File: config.mk
export PLATFORM = sky130hd
export DESIGN_NAME = pp_pipeline_accel_mat2axi_burst_ctrl
export DESIGN_NICKNAME = d
export VERILOG_FILES = /design/src/rtl/pp_mat2axi_pkg.sv /design/src/rtl/pp_mat2axi_addr_gen.sv /design/src/rtl/pp_pipeline_accel_mat2axi_burst_ctrl.sv
export SDC_FILE = /design/constraint.sdc
export NUM_CORES = 1
export LEC_CHECK = 0
export BUFFER_PORTS_ARGS = -buffer_cell sky130_fd_sc_hd__buf_2
export CAP_MARGIN = 5
export CORE_MARGIN = 2
export CORE_UTILIZATION = 60
export DETAILED_ROUTE_END_ITERATION = 6
export GPL_TIMING_DRIVEN = 1
export PLACE_DENSITY = 0.82
export SKIP_CTS_REPAIR_TIMING = 1
export SYNTH_ARGS = -nofsm -noshare
export SYNTH_HDL_FRONTEND = slang
export SYNTH_HIERARCHICAL = 1
export SYNTH_SLANG_ARGS = --single-unit
File: constraint.sdc
create_clock -name ap_clk -period 5 [get_ports ap_clk]
set_input_delay 0.5 -clock ap_clk [delete_from_list [all_inputs] [get_ports ap_clk]]
set_output_delay 0.5 -clock ap_clk [all_outputs]
set_load 0.01 [all_outputs]
File: src/rtl/pp_mat2axi_pkg.sv
// Shared types and constants for the Mat2Axi burst descriptor controller.
package pp_mat2axi_pkg;
  localparam int DIM_W  = 16;
  localparam int ADDR_W = 64;
  localparam int LEN_W  = 32;

  localparam logic [31:0] STRIDE_CONTIG = 32'hFFFF_FFFF;

  typedef enum logic [1:0] {
    IDLE,
    RD_PARAM,
    ISSUE,
    DONE
  } state_t;

  typedef struct packed {
    logic [ADDR_W-1:0] addr;
    logic [LEN_W-1:0]  len;
    logic              last;
  } desc_t;
endpackage

File: src/rtl/pp_mat2axi_addr_gen.sv
// Row counter, incremental address accumulator and last-descriptor flag.
module pp_mat2axi_addr_gen
  import pp_mat2axi_pkg::*;
(
  input  logic              clk,
  input  logic              rst_n,
  input  logic              load,
  input  logic              adv,
  input  logic              contig,
  input  logic [DIM_W-1:0]  rows,
  input  logic [31:0]       stride,
  input  logic [ADDR_W-1:0] base,
  output logic [ADDR_W-1:0] addr,
  output logic              last
);
  logic [DIM_W-1:0]  rows_q;
  logic [DIM_W-1:0]  row_cnt_q;
  logic [31:0]       stride_q;
  logic [ADDR_W-1:0] addr_q;
  logic              last_q;

  always_ff @(posedge clk or negedge rst_n) begin
    if (!rst_n) begin
      rows_q    <= '0;
      row_cnt_q <= '0;
      stride_q  <= '0;
      addr_q    <= '0;
      last_q    <= 1'b0;
    end else if (load) begin
      rows_q    <= rows;
      row_cnt_q <= '0;
      stride_q  <= stride;
      addr_q    <= base;
      last_q    <= contig || (rows == DIM_W'(1));
    end else if (adv) begin
      // last is precomputed one row ahead so it is a plain register at the output
      row_cnt_q <= row_cnt_q + DIM_W'(1);
      addr_q    <= addr_q + ADDR_W'(stride_q);
      last_q    <= (row_cnt_q + DIM_W'(2)) == rows_q;
    end
  end

  assign addr = addr_q;
  assign last = last_q;
endmodule

File: src/rtl/pp_pipeline_accel_mat2axi_burst_ctrl.sv
// Turns rows/cols parameter tokens into per-row (or whole-frame) AXI write-burst descriptors.
// Optional PP_MAT2AXI_DESC_CNT_EN adds desc_count/frame_count outputs.
module pp_pipeline_accel_mat2axi_burst_ctrl
  import pp_mat2axi_pkg::*;
#(
  parameter int BPP = 1
) (
  input  logic              ap_clk,
  input  logic              ap_rst_n,
  input  logic              ap_start,
  input  logic              ap_continue,
  output logic              ap_done,
  output logic              ap_idle,
  output logic              ap_ready,
  input  logic [31:0]       stride,
  input  logic [ADDR_W-1:0] base_addr,
  input  logic [31:0]       rows_c_dout,
  input  logic              rows_c_empty_n,
  output logic              rows_c_read,
  input  logic [31:0]       cols_c_dout,
  input  logic              cols_c_empty_n,
  output logic              cols_c_read,
  output logic [ADDR_W-1:0] desc_addr,
  output logic [LEN_W-1:0]  desc_len,
  output logic              desc_last,
  input  logic              desc_full_n,
  output logic              desc_write
`ifdef PP_MAT2AXI_DESC_CNT_EN
  ,
  output logic [31:0]       desc_count,
  output logic [31:0]       frame_count
`endif
);
  state_t            state_q, state_d;
  logic [DIM_W-1:0]  rows16, cols16;
  logic              contig, load;
  logic [LEN_W-1:0]  len_q;
  logic              done_q;
  logic [ADDR_W-1:0] gen_addr;
  logic              gen_last;
  desc_t             desc;
  logic              unused_dout_hi;

  // Truncating 32-bit products give exactly the low 32 bits of the full product.
  function automatic logic [LEN_W-1:0] burst_len(input logic [DIM_W-1:0] r,
                                                 input logic [DIM_W-1:0] c,
                                                 input logic             is_contig);
    if (is_contig)
      return LEN_W'(r) * LEN_W'(c) * LEN_W'(BPP);
    return LEN_W'(c) * LEN_W'(BPP);
  endfunction

  assign rows16         = rows_c_dout[DIM_W-1:0];
  assign cols16         = cols_c_dout[DIM_W-1:0];
  assign contig         = (stride == STRIDE_CONTIG);
  assign unused_dout_hi = &{1'b0, rows_c_dout[31:DIM_W], cols_c_dout[31:DIM_W]};

  always_comb begin
    state_d     = state_q;
    rows_c_read = 1'b0;
    cols_c_read = 1'b0;
    ap_ready    = 1'b0;
    desc_write  = 1'b0;
    load        = 1'b0;
    case (state_q)
      IDLE: if (ap_start) state_d = RD_PARAM;
      RD_PARAM: begin
        if (rows_c_empty_n && cols_c_empty_n) begin
          rows_c_read = 1'b1;
          cols_c_read = 1'b1;
          ap_ready    = 1'b1;
          load        = 1'b1;
          state_d     = (rows16 == '0 || cols16 == '0) ? DONE : ISSUE;
        end
      end
      ISSUE: begin
        if (desc_full_n) begin
          desc_write = 1'b1;
          if (gen_last) state_d = DONE;
        end
      end
      DONE: if (ap_continue) state_d = IDLE;
      default: state_d = IDLE;
    endcase
  end

  always_ff @(posedge ap_clk or negedge ap_rst_n) begin
    if (!ap_rst_n) begin
      state_q <= IDLE;
      len_q   <= '0;
      done_q  <= 1'b0;
    end else begin
      state_q <= state_d;
      done_q  <= (state_d == DONE);
      if (load) len_q <= burst_len(rows16, cols16, contig);
    end
  end

  pp_mat2axi_addr_gen u_addr_gen (
    .clk    (ap_clk),
    .rst_n  (ap_rst_n),
    .load   (load),
    .adv    (desc_write),
    .contig (contig),
    .rows   (rows16),
    .stride (stride),
    .base   (base_addr),
    .addr   (gen_addr),
    .last   (gen_last)
  );

  assign desc      = '{addr: gen_addr, len: len_q, last: gen_last};
  assign desc_addr = desc.addr;
  assign desc_len  = desc.len;
  assign desc_last = desc.last;
  assign ap_done   = done_q;
  assign ap_idle   = (state_q == IDLE);

`ifdef PP_MAT2AXI_DESC_CNT_EN
  always_ff @(posedge ap_clk or negedge ap_rst_n) begin
    if (!ap_rst_n) begin
      desc_count  <= '0;
      frame_count <= '0;
    end else begin
      if (desc_write) desc_count <= desc_count + 32'd1;
      if (state_q == DONE && ap_continue) frame_count <= frame_count + 32'd1;
    end
  end
`endif
endmodule

==> metrics.md <==
| Metric | Value |
|---|---|
| Outcome | `complete, but fails checks` |
| Failing checks | `negative setup slack` |
| Place WS | `-941 ps` |
| Drt pass-1 iters | `6` |
| Die area | `0.0319 mm²` |
| Die width | `179 µm` |
| Yosys top cell by area | `dfrtp_1` |
| CTS buffer count | `17` |
| Vias in the first global route | `16800` |
| Critical path class | `primary input to flop` |
| Final nets | `2891` |
| PnR worst setup slack | `-308 ps` |
| Hold Path Class | `primary input to async pin` |
| RD Place Congestion | `0.938` |
| Most frequent cell after synthesis | `nand2_1` |
| Dominant synthesized flop cell | `dfrtp_1` |
| Hold Vio Cnt, Final | `0` |
| Ys Warns | `6` |
| Worst-Margin Slew | `1080 ps` |
| Drt drc | `0` |
| DRT Wirelength | `55.4 mm` |
| All-Layer GR Usage | `34.6%` |
| IO Port Bufs | `237` |
| Worst-skew pair later-pin latency | `440 ps` |
| Worst endpoint data arrival time | `5650 ps` |
| First-pass GRT wire length | `85.5 mm` |
| Post-route ant nets | `0` |
| Root Buffer | `clkbuf_16` |
| Worst r2r src | `u_addr_gen/addr[9]$_DFFE_PN0P_` |
| Final period util | `106%` |
| TritonCTS sink count | `164` |
| Worst R2R End | `u_addr_gen/addr[48]$_DFFE_PN0P_` |
| Most frequent cells after synthesis | `284 x nand2_1, 250 x inv_1, 195 x fa_1, 164 x dfrtp_1, 138 x ha_1` |
| Cell Rows | `63` |
| Setup violators final | `18` |
| Crit-path max FO | `6` |
| Synthesis-stage register bit count | `164` |
| Core ar. | `0.0298 mm²` |
| Max Clock Freq | `188 MHz` |
| Initial drt markers | `1555` |
| Post-Syn Area | `0.0183 mm²` |
| Non-filler cells, final | `2800` |
| Initial antenna violation count | `5` |
| P&R area growth vs syn | `24.1%` |
| Post-synthesis sequential area ratio | `22.4%` |
| Number of synthesized flops with an enable pin | `0` |
| CP Capture Type | `flop` |
| CTS H-tree lvls | `4` |
| Yosys cell types | `78` |
| Clk buf depth | `2` |
| Worst r2r path cells | `9` |
| Fin crit period | `5310 ps` |
| Syn Inst Count | `2033` |
| Area share of the largest cell type after synthesis | `22.4%` |
| Relative slew margins | `27.9%` |
| Post-Place Cells | `2747` |
| Max-Cap Viols | `0` |
| Syn_area_per_cell | `9.00 µm²` |
| Data required time of the worst path | `5340 ps` |
| Largest net degree at the start of global routing | `94` |
| Worst setup SP type | `primary input` |
| Via density per instance | `5.99` |
| Die height | `179 µm` |
| Gr ovfl total | `0` |
| Clock tree from TritonCTS | `done` |
| Ranking of synthesized cells by area | `dfrtp_1 22%, fa_1 21%, ha_1 9.4%` |
| Post-DP HPWL | `42.4 mm` |
| I/O Pins | `270` |
| Worst Skew | `9.40 ps` |
| Clk slew on worst S/H paths | `70 ps` |
| Max Slew Vio Count | `0` |
| Synth Net Count | `2533` |
| Register-to-register setup slack | `1380 ps` |
| Synth async-reset ratio | `100%` |
| Via count | `16800` |
| Initial Util | `61.4%` |
| Routed len/inst | `19.8 µm` |
| RSZ-0062 raised after global routing | `true` |
| Fraction of layout cells with a size suffix above 1 | `28.2%` |
[worst max-delay path, stage by stage]
cell	delay, ps
buf_12	110
buf_6	110
buf_6	110
nand2_4	50
fa_1	430
fa_1	520
fa_2	580
inv_2	40
fa_1	470
fa_1	510
inv_2	40
fa_1	520
inv_2	50
ha_4	290
and4_4	230
and2_4	170
nand2_4	60
a31oi_4	320
nand3_2	120
and3b_1	190
o31ai_1	210
[worst max path at each step]
stage	from	to	slack (ps)	cells after the start
2_1_floorplan	rows_c_dout[4]	desc_len[29]$_DFFE_PN0P_	-510	21
3_3_place_gp	rows_c_dout[6]	desc_len[20]$_DFFE_PN0P_	-850	22
3_5_place_dp	rows_c_dout[7]	desc_len[30]$_DFFE_PN0P_	-940	21
4_1_cts	rows_c_dout[6]	desc_len[30]$_DFFE_PN0P_	-500	22
5_1_grt	rows_c_dout[11]	desc_len[31]$_DFFE_PN0P_	-460	21
6_report	rows_c_dout[11]	desc_len[31]$_DFFE_PN0P_	-310	21
[kinds of logic (layout without fill, tap and decap cells)]
| kind of cell | count (synthesis) | after routing | share of synthesized area [%] |
|---|---|---|---|
| AOI/OAI and AO/OA | 366 | 366 | 13.0 |
| buffers and inverters | 348 | 719 | 7.35 |
| other | 0 | 6 | 0 |
| xor gates and xnor gates | 113 | 113 | 5.41 |
| adders and majority gates | 333 | 333 | 30.8 |
| and+or+nand+nor | 640 | 640 | 16.9 |
| muxes | 69 | 69 | 4.12 |
| DFF | 164 | 164 | 22.4 |
[cells in the final DEF (no fill, tap or decap), types with 20 or more instances in the layout]
cell type	n
nand2_1	274
inv_1	230
buf_2	211
buf_4	182
fa_1	178
dfrtp_1	164
ha_1	120
and2_1	102
o21ai_0	88
a21oi_1	71
nor2_1	65
xnor2_1	65
mux2_2	51
xor2_1	44
nand4_1	36
nand3_1	31
buf_6	27
a31oi_1	24
o21ai_1	23
and2_4	20
inv_2	20
a21o_1	20
[metrics by stage]
step / TNS [ps] / instance area (µm²) / hold slack (ps) / util [%]
3_5_place_dp: -18220 / 21200 / 458 / 71.1
5_1_grt: -6880 / 22700 / 108 / 76.1
3_3_place_gp: -16510 / 21200 / 455 / 71.1
4_1_cts: -7680 / 21800 / 76.3 / 73.3
2_1_floorplan: -6600 / 18800 / 204 / -
6_report: -3610 / 22700 / 41.8 / 76.2
[cell type report]
type	count	area, µm²
Inverter	253	955
Clock buffer	17	425
Timing Repair Buffer	434	2980
Clock inverter	15	218
Sequential cell	164	4100
Fill cell	2059	7100
Antenna cell	6	15.0
Tap cell	390	488
Multi-Input combinational cell	1521	13500
[metal layers]
layer / up-vias / track usage, % / share of wire, %
li1: 7493 / - / -
met1: 8308 / 45.8 / 41
met2: 800 / 57.2 / 48
met3: 156 / 5.18 / 6.8
met4: 2 / 13.8 / 4.1
met5: - / 0 / 0.023
[state kept, by name (all words and copies together) (netlist names)]
signal and flops:
desc_len 32, u_addr_gen/rows_q 16, u_addr_gen/row_cnt_q 16, ap_done 1, u_addr_gen/last 1, u_addr_gen/stride_q 32
state_q 2, u_addr_gen/addr 64
Power is not shown: default switching activity piles up to over one toggle a cycle in this logic, so the estimate is an artifact.
